--- src/rtl/frame_diff_tracker.sv ---
// Raster-scanning cell tracker with an on-chip previous frame.
// Reports per-cell object codes, change flags and per-frame change counts.
module frame_diff_tracker #(
    parameter int GRID_W  = 16,
    parameter int GRID_H  = 12,
    parameter int NUM_OBJ = 4,
    parameter int CODE_W  = 3,
    parameter int CNT_W   = 8,
    localparam int XW = (GRID_W > 1) ? $clog2(GRID_W) : 1,
    localparam int YW = (GRID_H > 1) ? $clog2(GRID_H) : 1
) (
    input  logic               clk,
    input  logic               rst,
    input  logic               enable,
    input  logic               clear,
    input  logic [NUM_OBJ-1:0] obj_in,
    output logic [XW-1:0]      x,
    output logic [YW-1:0]      y,
    output logic [CODE_W-1:0]  obj_code,
    output logic               diff,
    output logic               out_valid,
    output logic [XW-1:0]      out_x,
    output logic [YW-1:0]      out_y,
    output logic               frame_done,
    output logic [CNT_W-1:0]   diff_count
);

    localparam int CELLS = GRID_W * GRID_H;
    localparam int AW = (CELLS > 1) ? $clog2(CELLS) : 1;
    localparam logic [XW-1:0] X_LAST = XW'(GRID_W - 1);
    localparam logic [YW-1:0] Y_LAST = YW'(GRID_H - 1);

    logic [CODE_W-1:0] mem [CELLS];
    logic [CODE_W-1:0] code;
    logic [CODE_W-1:0] old_code;
    logic [AW-1:0]     addr;
    logic [CNT_W-1:0]  run_cnt;
    logic [CNT_W-1:0]  run_next;
    logic              first_frame;
    logic              cell_diff;
    logic              last_cell;
    logic              advance;

    // Highest set flag wins; no flag means an empty cell.
    always_comb begin
        code = '0;
        for (int i = 0; i < NUM_OBJ; i++) begin
            if (obj_in[i]) begin
                code = CODE_W'(i + 1);
            end
        end
    end

    // Cell lookup against the stored frame and saturating count update.
    always_comb begin
        addr      = AW'(y) * AW'(GRID_W) + AW'(x);
        old_code  = mem[addr];
        cell_diff = (code != old_code) && !first_frame;
        last_cell = (x == X_LAST) && (y == Y_LAST);
        advance   = enable && !clear;
        run_next  = run_cnt;
        if (cell_diff && (run_cnt != {CNT_W{1'b1}})) begin
            run_next = run_cnt + CNT_W'(1);
        end
    end

    // Frame store: contents are masked by first_frame, so no reset.
    always_ff @(posedge clk) begin
        if (!rst && advance) begin
            mem[addr] <= code;
        end
    end

    // Scan position, registered cell report and frame bookkeeping.
    always_ff @(posedge clk) begin
        if (rst) begin
            x           <= '0;
            y           <= '0;
            obj_code    <= '0;
            out_x       <= '0;
            out_y       <= '0;
            diff        <= 1'b0;
            out_valid   <= 1'b0;
            frame_done  <= 1'b0;
            diff_count  <= '0;
            run_cnt     <= '0;
            first_frame <= 1'b1;
        end else if (clear) begin
            x           <= '0;
            y           <= '0;
            diff        <= 1'b0;
            out_valid   <= 1'b0;
            frame_done  <= 1'b0;
            run_cnt     <= '0;
            first_frame <= 1'b1;
        end else if (enable) begin
            obj_code   <= code;
            diff       <= cell_diff;
            out_x      <= x;
            out_y      <= y;
            out_valid  <= 1'b1;
            frame_done <= last_cell;
            if (x == X_LAST) begin
                x <= '0;
                if (y == Y_LAST) begin
                    y <= '0;
                end else begin
                    y <= y + YW'(1);
                end
            end else begin
                x <= x + XW'(1);
            end
            if (last_cell) begin
                diff_count  <= run_next;
                run_cnt     <= '0;
                first_frame <= 1'b0;
            end else begin
                run_cnt <= run_next;
            end
        end else begin
            diff       <= 1'b0;
            out_valid  <= 1'b0;
            frame_done <= 1'b0;
        end
    end

endmodule

--- config.mk ---
export PLATFORM = sky130hd
export DESIGN_NAME = frame_diff_tracker
export DESIGN_NICKNAME = d
export VERILOG_FILES = /design/src/rtl/frame_diff_tracker.sv
export SDC_FILE = /design/constraint.sdc
export NUM_CORES = 1
export LEC_CHECK = 0
export CAP_MARGIN = 20
export CORE_AREA = 10 10 225 249
export CTS_CLUSTER_SIZE = 24
export DETAILED_ROUTE_END_ITERATION = 8
export DIE_AREA = 0 0 235 259
export MAX_ROUTING_LAYER = met4
export PLACE_DENSITY = 0.75
export SLEW_MARGIN = 25
export SYNTH_ARGS = -nofsm -noshare
export SYNTH_HDL_FRONTEND = slang
export SYNTH_SLANG_ARGS = --single-unit
--- constraint.sdc ---
create_clock -name clk -period 16.8 [get_ports clk]
set_clock_uncertainty 0.2 [all_clocks]
set_input_delay 3.36 -clock clk [delete_from_list [all_inputs] [get_ports clk]]
set_output_delay 3.36 -clock clk [all_outputs]
set_load 0.05 [all_outputs]
# Yosys cells after proc, flatten, opt, wreduce, memory -nomap -nowiden
# Memories as Yosys holds them, arrays and structs flattened.
# Cells that the tools add are included.
[totals]
reg_bits = 39
latchBits = 0
ram_bits = 576
rom_bits = 0
inputBits = 8
output_inout_bits = 30
elab_cells = 47
memories = 1
[memory_table]
columns = ["name", "words", "word_bits", "read_ports", "rd_clocked_by_memory_dff", "write_ports", "line", "source"]
rows = [
  ["mem", 192, 3, 1, 0, 1, "33", "logic [CODE_W-1:0] mem [CELLS];"],
]
[op_classes]
n_addsub = 4
mul = 0
n_div = 0
magnitude_cmp = 0
n_eq_ne = 4
shifts = 0
n_mux = 11
bitwise_logic = 2
n_reduce_logical = 14
[ops]
columns = ["operator", "n"]
rows = [
  ["$mux 8", 2],
  ["$mux 3", 3],
  ["$add 4x1->4 const B", 2],
  ["$add 8x1->8 const B", 1],
  ["$add 8x4->8", 1],
  ["$eq 4x4->1 const B", 2],
  ["$mux 4", 2],
  ["$ne 8x8->1 const B", 1],
  ["$reduce_and 2->1", 3],
  ["$logic_and 1x1->1", 5],
  ["$mux 1", 4],
  ["$logic_not 1->1", 3],
  ["$ne 3x3->1", 1],
  ["$reduce_and 3->1", 1],
  ["$reduce_or 3->1", 1],
  ["$not 1->1", 2],
  ["$reduce_or 2->1", 1],
]

# Logic depth before layout (Yosys ltp)
[logic_depth]
word_depth = 9
mapped_depth = 15
depth_no_buf = 10

# Worst setup path after synthesis
# Ideal clock, no wire load.
[synth_path]
kind = "input to register"
from = "input obj_in[1]"
to = "register run_cnt[0]"
t_arrival_ns = 9.688
t_required_ns = 16.479
setup_slack_ns = 6.791
stages = 8
n_path_buf = 1
cell_sequence = "inv_1 > a21oi_1 > nor2_1 > xnor2_1 > o31ai_4 > buf_6 > nor2_2 > mux2_2"
[synth_between]
elab_chain_cells = 8
[synth_rtl]
columns = ["element", "line", "source"]
rows = [
  ["start: declaration", "16", "input logic [NUM_OBJ-1:0] obj_in,"],
  ["$mux 3 (3 in a row)", "48", "if (obj_in[i]) begin"],
  ["named net code[0]", "34", "logic [CODE_W-1:0] code;"],
  ["$ne 3x3->1", "58", "cell_diff = (code != old_code) && !first_frame;"],
  ["$logic_and 1x1->1", "58", ""],
  ["$logic_and 1x1->1", "62", "if (cell_diff && (run_cnt != {CNT_W{1'b1}})) begin"],
  ["$mux 8", "62", ""],
  ["$mux 8", "113", "if (last_cell) begin"],
  ["end signal: assignment", "118", "run_cnt <= run_next;"],
  ["end: declaration", "37", "logic [CNT_W-1:0] run_cnt;"],
]
# The timed path passes the listed nets, and every way through them passes these cells.
# A chain may end at the register's enable or synchronous reset.

# Worst setup path in the final report
[layout_path]
from = "input enable"
to = "memory mem[139][0], enable pin"
[layout_between]
elab_chain_cells = 4
[layout_rtl]
columns = ["element", "line", "source"]
rows = [
  ["start: declaration", "14", "input logic enable,"],
  ["$logic_and 1x1->1", "60", "advance = enable && !clear;"],
  ["$logic_and 1x1->1", "69", "if (!rst && advance) begin"],
  ["$mux 1", "69", ""],
  ["$mux 1 (implied by the code)", "70", "mem[addr] <= code;"],
  ["end: declaration", "33", ""],
]
# Every way passes these cells.

==> results.toml <==
[synth]
yosys-top-cells-area = "edfxtp_1 (69%), mux4_2 (11%), nor2_1 (3.3%), dfxtp_1 (3.1%), nand2_1 (1.2%)"
syn_nets = 1501
synth_flop_cell = "edfxtp_1"
syn_inst = 1484
yosysSeqAreaShare_pct = 72.0
ys_ff_latch = 615
synth_area_leader_cell = "edfxtp_1"
yosysTopAreaCellShare_pct = 68.9
async_flop_share_pct = 0
synth.avg_cell_area_um2 = 16.9
netlist_area_um2 = 25100
synth_edf_count = 576
synth_cell_types = 71
yosys_warnings = 0

[setup_path]
arrival_ps = 6780
path_class = "in2reg"
worstPathRequired_ps = 16860
crit_fanout = 19
endpoint_kind = "flop"
start_kind = "primary input"

[power]
ir_worst_vdd_v = 0.0000835
p_per_area_nw_per_um2 = 107
power.leakage_nw = 8.01
p_total_mw = 2.98

[floorplanning]
row_count = 87
coreArea_um2 = 50800
die_y_um = 259
die_area_um2 = 60900
ioPinCount = 38
start_util_pct = 49.4
die_x_um = 235

[routing]
vias = 13901
dr.pass1.iters = 5
drtIter0Drc = 1634
drc = 0
postRouteAntennaNets = 0
wl_per_cell_um = 26.9
drt_wl_total_um = 59400
viasPerCell = 6.29

[finish]
syn_to_final_growth_pct = 10.5
fin_nets = 1517
instances_no_fill = 2210
drive_gt1_share_pct = 17.2
finalInstanceArea_um2 = 27700
n_antenna_cell = 0
final_core_util_pct = 54.6

[placement]
port_buffers = 37
post-place-ws_ps = 9240
dpl.hpwl_um = 35900
placed_area_um2 = 26000
gp_congestion = 0.876
dp_cells = 2109

[timing]
report.final.slew_viol_count = 0
rsz0062_at_grt = "no"
post-route-min-period_ps = 6720
fin_setup_tns_ps = 0
period_share_pct = 40.0
setup_violations = 0
maxSlewHeadroom_pct = 24.7
tightest_slew_ps = 1130
max_freq_ghz = 0.149
setup_slack_ps = 10080
hold_viol_final = 0
worst_hold_slack_ps = 256

[cts]
cts_setup_buffers = 0
postCtsHoldBufs = 0
cts_num_sinks = 615
clock-root-buffer = "clkbuf_16"
post_cts_resized = 0
cts_tree = "yes"
clk-insertion-delay-late_ps = 620
h-tree-depth = 2
cts.path.max_buffers = 3
clk_pin_slew_ps = 60
cts_buffers = 56

[worst_hold_path]
min_path_type = "reg2reg"

[global_routing]
grt_pass1_vias = 14067
grt_max_degree = 158
grt_usage_pct = 19.8
grt_antenna_before_repair = 0
grt_pass1_wl_um = 89300
grt.overflow.total = 0

[status]
outcome = "completed"

[flow_run]
drv_cap = 0
## logic make-up after synthesis
kind of cell,share of synthesized area (%)
AOI/OAI and AO/OA,4.33
xor gates and xnor gates,0.274
adders and majority gates,0.448
buffers and inverters,2.31
DFF,72.0
muxes,13.6
and+or+nand+nor,7.10
## cells in the final DEF (no fill, tap or decap), drive strengths merged, types with 22 or more instances in the layout
cell,count
edfxtp,576
nand2,81
a21oi,25
nand3,49
mux4,126
mux2i,29
nor2,223
clkdlybuf4s50,36
dfxtp,39
o21ai,24
mux2,24
clkbuf,77
clkinv,22
## registers in the layout (all words and copies together) (netlist names)
name and cells:
mem 576, diff 1, obj_code 3, out_valid 1, frame_done 1, run_cnt 8, y 4, out_y 4
first_frame 1, x 4, out_x 4, diff_count 8
## where the power goes
part	total (mW)	leakage [nW]	switching [mW]	internal, mW
sequential	1.68	5.30	0.00268	1.68
combinational	0.0847	1.85	0.0573	0.0273
clock	1.21	0.855	0.532	0.679
total	2.98	8.01	0.592	2.38
## cells in the mapped netlist, types with 10 or more instances
| cell | count |
|---|---|
| a21oi_1 | 25 |
| a22oi_1 | 15 |
| a31oi_1 | 11 |
| buf_2 | 18 |
| buf_4 | 10 |
| buf_6 | 13 |
| clkbuf_1 | 50 |
| dfxtp_1 | 39 |
| edfxtp_1 | 576 |
| mux2_2 | 24 |
| mux2i_1 | 29 |
| mux4_2 | 124 |
| nand2_1 | 81 |
| nand3_1 | 49 |
| nor2_1 | 222 |
| nor2b_1 | 13 |
| o21ai_0 | 18 |
## critical path, cell delays in order
cell and delay (ps):
clkdlybuf4s50_1 720, nand2b_1 390, nor2_2 700, nand3_1 1010, nor2_1 590
## routing by layer
layer  wire length [um]  GRT usage [%]  vias up
met1              22400           24.3     7050
li1                   -              -     5881
met3               5510           4.11      157
met2              28400           30.6      813
met4               3130           10.7        0
met5                  0              -        -
## final timing paths
kind	depth (start not counted)	end	startpoint	slack, ps
max	5	mem[139][0]	enable	10080
min	2	out_y[3]	out_y[3]	260
max reg2reg	11	run_cnt[0]	x[0]	11180
min reg2reg	2	out_y[3]	out_y[3]	260
## area by class of cell
type                            count  area [um^2]
Fill cell                        3791        23100
Sequential cell                   615        18100
Multi-Input combinational cell    761         6500
Clock buffer                       77         1560
Tap cell                          667          835
Timing Repair Buffer               56          552
Clock inverter                     24          174
Inverter                           10         37.5
Note: power is estimated with default switching activity, not from simulation.
